**src/rtl/rr_grant_encoder_pkg.sv**
```systemverilog
// Shared constants for the round-robin grant encoder: default width,
// index-width helper and the two-state FSM encoding.
package rr_grant_encoder_pkg;

  localparam int DEFAULT_N = 4;

  typedef enum logic [0:0] {
    IDLE = 1'b0,
    HOLD = 1'b1
  } state_e;

  localparam logic [0:0] ST_IDLE = IDLE;
  localparam logic [0:0] ST_HOLD = HOLD;

  function automatic int idx_width(input int n);
    return (n < 2) ? 1 : $clog2(n);
  endfunction

endpackage

```
**src/rtl/rr_pick.sv**
```systemverilog
// Combinational round-robin picker: first set bit of mask searching upward
// from ptr with wrap-around, plus an any-set flag.
module rr_pick
  import rr_grant_encoder_pkg::*;
#(
  parameter int N = DEFAULT_N,
  localparam int IDX_W = idx_width(N)
) (
  input  logic [N-1:0]     mask,
  input  logic [IDX_W-1:0] ptr,
  output logic [IDX_W-1:0] idx,
  output logic             any
);

  logic [N-1:0]     rot;
  logic [IDX_W-1:0] first;

  // Rotating right by ptr puts the highest-priority candidate at bit 0.
  always_comb begin
    rot = N'({mask, mask} >> ptr);
  end

  always_comb begin
    first = '0;
    for (int i = N - 1; i >= 0; i--) begin
      if (rot[i]) first = IDX_W'(i);
    end
  end

  // N is a power of two, so IDX_W-bit overflow gives the mod-N wrap.
  assign idx = first + ptr;
  assign any = |mask;

endmodule

```
**src/rtl/rr_grant_encoder.sv**
```systemverilog
// Round-robin N:log2(N) grant encoder feeding the register-file write port;
// presents the winner on a valid/ready channel and acks it on handshake.
//
// state | meaning
// IDLE  | no grant outstanding, out_valid=0
// HOLD  | grant in out_idx waiting for out_ready, out_valid=1
module rr_grant_encoder
  import rr_grant_encoder_pkg::*;
#(
  parameter int N = DEFAULT_N,
  localparam int IDX_W = idx_width(N)
) (
  input  logic             clk,
  input  logic             reset,
  input  logic [N-1:0]     req,
  output logic             out_valid,
  output logic [IDX_W-1:0] out_idx,
  input  logic             out_ready,
  output logic [N-1:0]     ack
);

  logic [0:0]       state;
  logic [IDX_W-1:0] ptr;
  logic [IDX_W-1:0] next_ptr;
  logic [IDX_W-1:0] pick_ptr;
  logic [IDX_W-1:0] pick_idx;
  logic [N-1:0]     granted;
  logic [N-1:0]     pick_mask;
  logic             pick_any;
  logic             handshake;

  assign out_valid = (state == ST_HOLD);
  assign granted   = N'(1) << out_idx;
  assign next_ptr  = out_idx + IDX_W'(1);
  assign handshake = out_valid & out_ready & ~reset;
  assign ack       = handshake ? granted : '0;

  // In HOLD the picker already looks at the post-handshake view: the current
  // owner is masked since it only drops req after seeing ack.
  assign pick_mask = (state == ST_HOLD) ? (req & ~granted) : req;
  assign pick_ptr  = (state == ST_HOLD) ? next_ptr : ptr;

  rr_pick #(.N(N)) u_pick (
    .mask (pick_mask),
    .ptr  (pick_ptr),
    .idx  (pick_idx),
    .any  (pick_any)
  );

  always_ff @(posedge clk) begin
    if (reset) begin
      state   <= ST_IDLE;
      ptr     <= '0;
      out_idx <= '0;
    end else begin
      case (state)
        ST_IDLE: begin
          if (pick_any) begin
            state   <= ST_HOLD;
            out_idx <= pick_idx;
          end
        end
        default: begin
          if (out_ready) begin
            ptr <= next_ptr;
            if (pick_any) out_idx <= pick_idx;
            else          state   <= ST_IDLE;
          end
        end
      endcase
    end
  end

endmodule

```
**config.mk**
```make
export PLATFORM = sky130hd
export DESIGN_NAME = rr_grant_encoder
export DESIGN_NICKNAME = d
export VERILOG_FILES = /design/src/rtl/rr_grant_encoder_pkg.sv /design/src/rtl/rr_pick.sv /design/src/rtl/rr_grant_encoder.sv
export SDC_FILE = /design/constraint.sdc
export NUM_CORES = 1
export LEC_CHECK = 0
export BUFFER_PORTS_ARGS = -buffer_cell sky130_fd_sc_hd__buf_2
export CORE_AREA = 2 2 39 41
export DETAILED_ROUTE_END_ITERATION = 6
export DIE_AREA = 0 0 41 43
export MAX_ROUTING_LAYER = met4
export PLACE_DENSITY_LB_ADDON = 0.12
export SETUP_SLACK_MARGIN = 0.15
export SYNTH_ARGS = -nofsm -noshare
export SYNTH_HDL_FRONTEND = slang
export SYNTH_SLANG_ARGS = --single-unit
```
**constraint.sdc**
```tcl
create_clock -name clk -period 2.7 [get_ports clk]
set_clock_uncertainty 0.2 [all_clocks]
set_input_delay 0.135 -clock clk [delete_from_list [all_inputs] [get_ports clk]]
set_output_delay 0.135 -clock clk [all_outputs]
set_load 0.1 [all_outputs]
```
==> results of run 1 <==
==> logic make-up (layout without fill, tap and decap cells) <==
logic type / count (synthesis) / count (layout) / synth area share
AND/OR/NAND/NOR: 27 / 27 / 0.293
AO/OA/AOI/OAI: 24 / 24 / 0.317
flip-flops: 5 / 5 / 0.195
buffers and inverters: 5 / 22 / 0.0536
adder cells (fa/ha/maj): 4 / 4 / 0.0976
multiplexers: 1 / 1 / 0.0439
==> layout make-up <==
type                            instances  area (µm²)  area share
Tap cell                               16        20.0      0.0315
Inverter                                3        11.3      0.0177
Timing Repair Buffer                   15        85.1       0.134
Sequential cell                         5         103       0.161
Clock buffer                            4        26.3      0.0413
Multi-Input combinational cell         56         390       0.614
==> layout by cell type (no fill, tap or decap), types with 3 or more instances in the layout <==
cell type / count
buf_2: 13
a21oi_1: 7
nor2_1: 5
nand2b_1: 5
nand2_1: 4
and2_2: 4
ha_1: 4
inv_1: 3
o21ai_0: 3
clkbuf_4: 3
dfxtp_1: 3
==> registers in the layout, indices dropped and copies added, names as in the netlist <==
name,cells
out_idx,2
out_valid,1
ptr,2
==> per-stage QoR <==
step / hold slack [ns] / cells / utilization
floorplan: -0.00335 / 66 / -
global placement: 0.193 / 93 / 0.426
detailed placement: 0.189 / 93 / 0.426
CTS: 0.113 / 99 / 0.459
global route: 0.145 / 99 / 0.459
finish: 0.122 / 99 / 0.459
==> final timing paths <==
| check | start | endpoint | cells past startpoint |
|---|---|---|---|
| max reg2reg | out_valid$_SDFF_PP0_ | out_idx[0]$_SDFFE_PP0P_ | 4 |
| min reg2reg | ptr[1]$_SDFFE_PP0P_ | ptr[1]$_SDFFE_PP0P_ | 2 |
| min | req[2] | out_idx[0]$_SDFFE_PP0P_ | 3 |
| max | out_valid$_SDFF_PP0_ | ack[2] | 4 |
==> power by group through the flow <==
stage | clock, W | sequential [W] | combinational [W]
floorplan | 0 | 0.000131 | 0.0000946
global placement | 0 | 0.000101 | 0.000157
global route | 0.0000919 | 0.000102 | 0.000170
CTS | 0.0000878 | 0.0000998 | 0.000158
detailed placement | 0 | 0.000101 | 0.000155
finish | 0.0000829 | 0.0000999 | 0.000158
==> tightest hold or removal path, cell delays in order <==
cell     delay (ns)
buf_2          0.13
a311o_1        0.16
o32ai_1        0.08
==> per-layer routing <==
| layer | track usage | part of all wire | vias to the layer above |
|---|---|---|---|
| met4 | 0.0400 | 0 | 0 |
| met2 | 0.269 | 0.53 | 10 |
| met3 | 0.0314 | 0.031 | 0 |
| li1 | - | - | 276 |
| met1 | 0.223 | 0.44 | 248 |
| met5 | - | 0 | - |
==> run summary, run 1 <==
status: completed
Post-synth EDFFs: 0
diode count: 0
CORE AREA: 0.00138 mm²
post-route total power: 0.000341 W
worst-path fanout max: 20
Total GRT Usage: 0.172
drt via density: 5.39
RSZ-0062 raised after global routing: false
largest area contributor in the netlist: dfxtp_1
Total Nets Final: 95
final clock period utilization by the worst path: 0.870
# clock sinks: 5
hold crit path type: primary input to flop
Post-route DRC: 0
clock share of power: 0.243
final setup violation count: 0
# IOs: 14
max-capacitance violation count: 0
Slew Limit Fails: 0
cell chain of the critical path: nand2_1 -> nor2_1 -> and2_2 -> buf_2
Startpoint Class: flop
largest net degree at the start of global routing: 21
Area Growth Syn to Fin: 23.9%
clock slew at reported path FFs: 0.04 ns
internal power: 0.000192 W
critical path class: flop to primary output
post-route cell area: 636 µm²
worst-margin pin slew: 0.666 ns
worst path bufs/invs: 1
placed standard-cell area: 589 µm²
Seq/Total Area, Yosys: 0.195
initial antenna violation count: 0
root buffer cell: clkbuf_4
Post-CTS Resized: 0
delay-heaviest family, CP: flip-flops
net switching power figure: 0.000149 W
final setup TNS: 0 ns
Sw Ratio: 0.436
power per standard cell area: 536 mW/mm²
most frequently used flop master after synthesis: dfxtp_1
commonest cells in the synthesized netlist: 7 x a21oi_1, 5 x and2_1, 5 x dfxtp_1, 5 x nand2b_1, 5 x nor2_1
LEAKAGE: 0.272 nW
FF-to-FF setup slack: 0.60 ns
Fin. Hold Viols: 0
clk buf depth: 2
DIE WIDTH: 41 µm
vias post-DR: 534
CP required: 2.37 ns
FP Rows: 14
DRT iter0 DRCs: 10
delay of the slowest cell on the worst path: 0.74 ns
WL per Instance: 12.4 µm
Post-CTS Hold Buffers: 2
PortBufs: 13
CTS H-tree lvls: 1
fillers: 140
vias in the first global route: 480
synth warn: 0
crit path DAT: 2.01 ns
die area: 0.00176 mm²
crit path time final: 2.35 ns
Avg Cell Area, Syn: 7.77 µm²
CP Capture Type: primary output
clk_lat worst skew: 0.23 ns
count leader, synth: a21oi_1
Die Y-Extent: 43 µm
Sequential Power Share: 0.293
layout cells sized above 1: 0.289
combinational fraction of design power: 0.464
Seq cells post-synth: 5
Routed Antenna Nets: 0
gp weighted congestion: 0.804
Peak VDD IR: 0.300 mV
Placement Setup Slack: 0.585 ns
CTS tree: yes
initial core utilization: 0.371
Slew headroom: 0.555
final wirelength: 1.23 mm
drt pass-1 iters: 4
Synth area leaders: dfxtp_1 20%, ha_1 9.8%, a21oi_1 6.8%
area fraction of the dominant cell type after synthesis: 0.195
Cells after Synth: 66
first-pass GRT wire length: 2.05 mm
dpl hpwl: 954 µm
Post-Syn Nets: 77
total CTS buffers: 3
buffers inserted by post-CTS timing repair: 0
post-synth cell types: 30
Max Clock Freq: 0.426 GHz
Synth Cell Area: 513 µm²
FFs w/ async S/R, synth: 0
grt ovf: 0
crit path max-delay cell type: dfxtp_1
setup ws final: 0.351 ns
(Power assumes the default switching activity.)
==> inputs of run 2 (changes only) <==
--- a/config.mk
+++ b/config.mk
@@ -6,9 +6,11 @@
 export NUM_CORES = 1
 export LEC_CHECK = 0
 export BUFFER_PORTS_ARGS = -buffer_cell sky130_fd_sc_hd__buf_2
-export CORE_AREA = 2 2 39 41
+export CELL_PAD_IN_SITES_DETAIL_PLACEMENT = 0
+export CELL_PAD_IN_SITES_GLOBAL_PLACEMENT = 2
+export CORE_UTILIZATION = 27
+export CTS_CLUSTER_SIZE = 28
 export DETAILED_ROUTE_END_ITERATION = 6
-export DIE_AREA = 0 0 41 43
 export MAX_ROUTING_LAYER = met4
 export PLACE_DENSITY_LB_ADDON = 0.12
 export SETUP_SLACK_MARGIN = 0.15
==> run 2 against run 1 <==
Effect of this change:
- routed wire length up 16%
- critical path type unchanged
- core utilization down 8.9 points
- worst setup slack worse by 0.0028 ns
- die area up 18%
- global-route usage down 1.1 points
- largest cell class unchanged
- combinational power about the same
- total power up 2.6%
- flip-flop and latch count unchanged
- register-to-register slack worse by 0.07 ns
- non-clock buffer count unchanged
==> run summary, run 2 (synthesis gave the netlist of run 1 again) <==
PortBufs: 13
diode count: 0
CORE AREA: 0.00175 mm²
# clock sinks: 5
Slew Limit Fails: 0
Slew headroom: 0.530
initial antenna violation count: 0
initial core utilization: 0.294
utilization after layout: 0.371
CP Capture Type: primary output
WL per Instance: 13.2 µm
DRT iter0 DRCs: 18
most frequent cells in the layout: 13 x buf_2, 7 x a21oi_1, 5 x nor2_1, 5 x nand2b_1
count of non-filler cells in the finished layout: 108
first-pass GRT wire length: 2.33 mm
# IOs: 14
final setup violation count: 0
WL met3: 59 µm
vias post-DR: 563
final wirelength: 1.42 mm
Routed Antenna Nets: 0
Total Nets Final: 95
DIE WIDTH: 45.6 µm
CP startpoint: out_valid$_SDFF_PP0_
grt ovf: 0
top sig layer: met3
dpl hpwl: 1.07 mm
R2R Path Start: out_valid$_SDFF_PP0_
M1 WL: 695 µm
CTS H-tree lvls: 1
Hold Startpoint: req[2]
drt via density: 5.21
power per standard cell area: 541 mW/mm²
CP required: 2.37 ns
layout cells sized above 1: 0.289
Peak VDD IR: 0.249 mV
Total GRT Usage: 0.161
Die Y-Extent: 45.6 µm
hold crit path type: primary input to flop
buffers inserted by post-CTS timing repair: 0
root buffer cell: clkbuf_4
commonest non-fill, non-tap cell in the layout: buf_2
die area: 0.00208 mm²
crit path DAT: 2.02 ns
placed standard-cell area: 601 µm²
final setup TNS: 0 ns
final clock period utilization by the worst path: 0.871
met2 routed WL: 669 µm
vias in the first global route: 478
Fin. Hold Viols: 0
critical path class: flop to primary output
crit path time final: 2.35 ns
Post-route DRC: 0
CTS tree: yes
Inst Count DP: 102
worst-margin pin slew: 0.705 ns
clk buf depth: 2
Area Growth Syn to Fin: 26.1%
FP Rows: 15
Max Clock Freq: 0.425 GHz
RSZ-0062 raised after global routing: false
total CTS buffers: 3
largest net degree at the start of global routing: 21
post-route cell area: 647 µm²
LEAKAGE: 0.272 nW
status: completed
max-capacitance violation count: 0
drt pass-1 iters: 4
gp weighted congestion: 0.748
worst-path fanout max: 20
Post-CTS Resized: 0
Startpoint Class: flop
clk_lat worst skew: 0.25 ns
post-route total power: 0.000350 W
clock slew at reported path FFs: 0.04 ns
==> run 2: power breakdown <==
group          internal (W)  switching, W   total, W
Sequential        0.0000828     0.0000187   0.000101
Combinational     0.0000536      0.000105   0.000159
Clock             0.0000560     0.0000334  0.0000895
Total              0.000192      0.000157   0.000350
==> run 2: path summary, 6_finish.rpt <==
kind | depth (start not counted) | to | slack, ns
setup / recovery | 4 | ack[2] | 0.35
setup reg to reg | 4 | out_idx[0]$_SDFFE_PP0P_ | 0.53
hold reg to reg | 2 | out_idx[1]$_SDFFE_PP0P_ | 0.32
hold / removal | 3 | out_idx[0]$_SDFFE_PP0P_ | 0.13
==> run 2: area by class of cell <==
type / count / area, µm²
fill: 202 / 1100
clock buffer: 4 / 26.3
sequential: 5 / 103
multi-input combinational: 56 / 390
timing repair buffer: 15 / 85.1
inverter: 3 / 11.3
tap: 25 / 31.3
==> run 2: timing repair <==
item                                   in CTS  in global routing
setup endpoints to repair                   0                  0
endpoints found under the hold margin       4                  0
hold buffers                                2                  0
==> run 2: metrics by stage <==
step,hold WS [ns],setup WS (ns)
detailed placement,0.195,0.547
global route,0.160,0.166
global placement,0.195,0.547
floorplan,-0.00335,0.274
CTS,0.120,0.322
finish,0.127,0.348
==> run 2: metal layers <==
layer / vias up / global-route usage
met4: 0 / 0
met1: 268 / 0.220
met3: 0 / 0.0476
met2: 16 / 0.249
li1: 279 / -
met5: - / -
==> run 2: critical path, cell delays in order, from the launching register on <==
cell and delay [ns]:
dfxtp_1 0.77, nand2_1 0.22, nor2_1 0.21, and2_2 0.17, buf_2 0.41
==> inputs of run 3 (changes only) <==
--- a/config.mk
+++ b/config.mk
@@ -6,9 +6,9 @@
 export NUM_CORES = 1
 export LEC_CHECK = 0
 export BUFFER_PORTS_ARGS = -buffer_cell sky130_fd_sc_hd__buf_2
-export CELL_PAD_IN_SITES_DETAIL_PLACEMENT = 0
-export CELL_PAD_IN_SITES_GLOBAL_PLACEMENT = 2
-export CORE_UTILIZATION = 27
+export CELL_PAD_IN_SITES_DETAIL_PLACEMENT = 1
+export CELL_PAD_IN_SITES_GLOBAL_PLACEMENT = 1
+export CORE_UTILIZATION = 35
 export CTS_CLUSTER_SIZE = 28
 export DETAILED_ROUTE_END_ITERATION = 6
 export MAX_ROUTING_LAYER = met4
==> run 3 against run 2 <==
Effect of this change:
- die area down 22%
- count of clock-buffer cells in the layout unchanged
- first-iteration DRC count fell by 39%
- via count decreased by 4.6%
- maximum frequency grew 0.64%
- worst setup slack gained 0.015 ns
- flip-flop and latch count unchanged
==> run summary, run 3 (synthesis gave the netlist of run 1 again) <==
status: completed
dpl hpwl: 1.09 mm
CP Capture Type: primary output
LEAKAGE: 0.268 nW
final setup TNS: 0 ns
initial antenna violation count: 0
crit path max-delay cell type: dfxtp_1
# IOs: 14
Startpoint Class: flop
Post-route DRC: 0
clk buf depth: 2
hold crit path type: primary input to flop
PortBufs: 13
Area Growth Syn to Fin: 21.7%
final wirelength: 1.42 mm
buffers inserted by post-CTS timing repair: 0
clk_lat worst skew: 0.24 ns
worst-margin pin slew: 0.661 ns
die area: 0.00162 mm²
Total GRT Usage: 0.215
clock slew at reported path FFs: 0.04 ns
cell chain of the critical path: nand2_1 -> nor2_1 -> and2_2 -> buf_2
WL per Instance: 14.6 µm
initial core utilization: 0.385
Slew headroom: 0.559
diode count: 0
delay of the slowest cell on the worst path: 0.74 ns
first-pass GRT wire length: 2.26 mm
worst-path fanout max: 20
crit path DAT: 2.00 ns
DRT iter0 DRCs: 11
crit path time final: 2.34 ns
RSZ-0062 raised after global routing: false
grt ovf: 0
Total Nets Final: 94
CTS tree: yes
most frequent cells in the layout: 13 x buf_2, 7 x a21oi_1, 5 x nor2_1, 5 x nand2b_1
Max Clock Freq: 0.428 GHz
Die Y-Extent: 40.3 µm
vias in the first global route: 498
commonest non-fill, non-tap cell in the layout: buf_2
Slew Limit Fails: 0
root buffer cell: clkbuf_4
final setup violation count: 0
max-capacitance violation count: 0
Hold WS: 0.0152 ns
gp weighted congestion: 0.741
# clock sinks: 5
Routed Antenna Nets: 0
power per standard cell area: 554 mW/mm²
drt pass-1 iters: 4
layout cells sized above 1: 0.293
CP required: 2.37 ns
largest net degree at the start of global routing: 21
critical path class: flop to primary output
vias post-DR: 537
FP Rows: 13
drt via density: 5.54
Peak VDD IR: 0.283 mV
CTS H-tree lvls: 1
final clock period utilization by the worst path: 0.866
Fin. Hold Viols: 0
CORE AREA: 0.00133 mm²
total CTS buffers: 3
DIE WIDTH: 40.3 µm
[run 3: cell count changes in the layout (fill, tap and decap cells not counted)]
cell | previous run | this run
dlygate4sd3_1 | 2 | 1
[run 3: worst max-delay path, delay by kind of cell (launching register included)]
family                 cells  cell delay [ns]
buffers and inverters      1             0.41
DFF                        1             0.74
and+or+nand+nor            3             0.61
[run 3: what timing repair did]
item | in CTS | in global routing
hold endpoints to repair | 4 | 0
resized for setup | 0 | 0
hold buffers | 1 | 0
[run 3: power breakdown]
group	total, W	internal [W]	leakage [nW]	switching, W
Clock	0.0000854	0.0000558	0.0150	0.0000296
Combinational	0.000160	0.0000529	0.211	0.000107
Sequential	0.000101	0.0000828	0.0420	0.0000177
[run 3: final cells by class]
class,count,area (µm²)
fill,179,709
multi-input combinational,56,390
sequential,5,103
timing repair buffer,14,75.1
clock buffer,4,26.3
tap,15,18.8
inverter,3,11.3
[run 3: path summary, 6_finish.rpt]
path / from / endpoint / slack [ns] / cells after the start
min reg2reg: ptr[1]$_SDFFE_PP0P_ / ptr[1]$_SDFFE_PP0P_ / 0.35 / 2
max: out_valid$_SDFF_PP0_ / ack[2] / 0.36 / 4
min: out_ready / ptr[1]$_SDFFE_PP0P_ / 0.02 / 3
max reg2reg: out_valid$_SDFF_PP0_ / out_idx[0]$_SDFFE_PP0P_ / 0.54 / 4
[run 3: through the flow]
| stage | instance area (µm²) | worst slack [ns] | power (W) | utilization | std cells |
|---|---|---|---|---|---|
| final | 624 | 0.363 | 0.000346 | 0.468 | 97 |
| after global routing | 624 | 0.194 | 0.000370 | 0.468 | 97 |
| after CTS | 624 | 0.347 | 0.000351 | 0.468 | 97 |
| after detailed placement | 588 | 0.558 | 0.000260 | 0.441 | 92 |
| after global placement | 588 | 0.632 | 0.000260 | 0.441 | 92 |
| after floorplan | 520 | 0.274 | 0.000226 | - | 66 |
[run 3: metal layers]
layer	GRT usage	vias up	part of all wire	routed length, µm
met5	-	-	0	0
met4	0.0250	0	0	0
met3	0.0500	0	0.021	30
met2	0.355	8	0.48	687
met1	0.273	252	0.49	701
li1	-	277	-	-
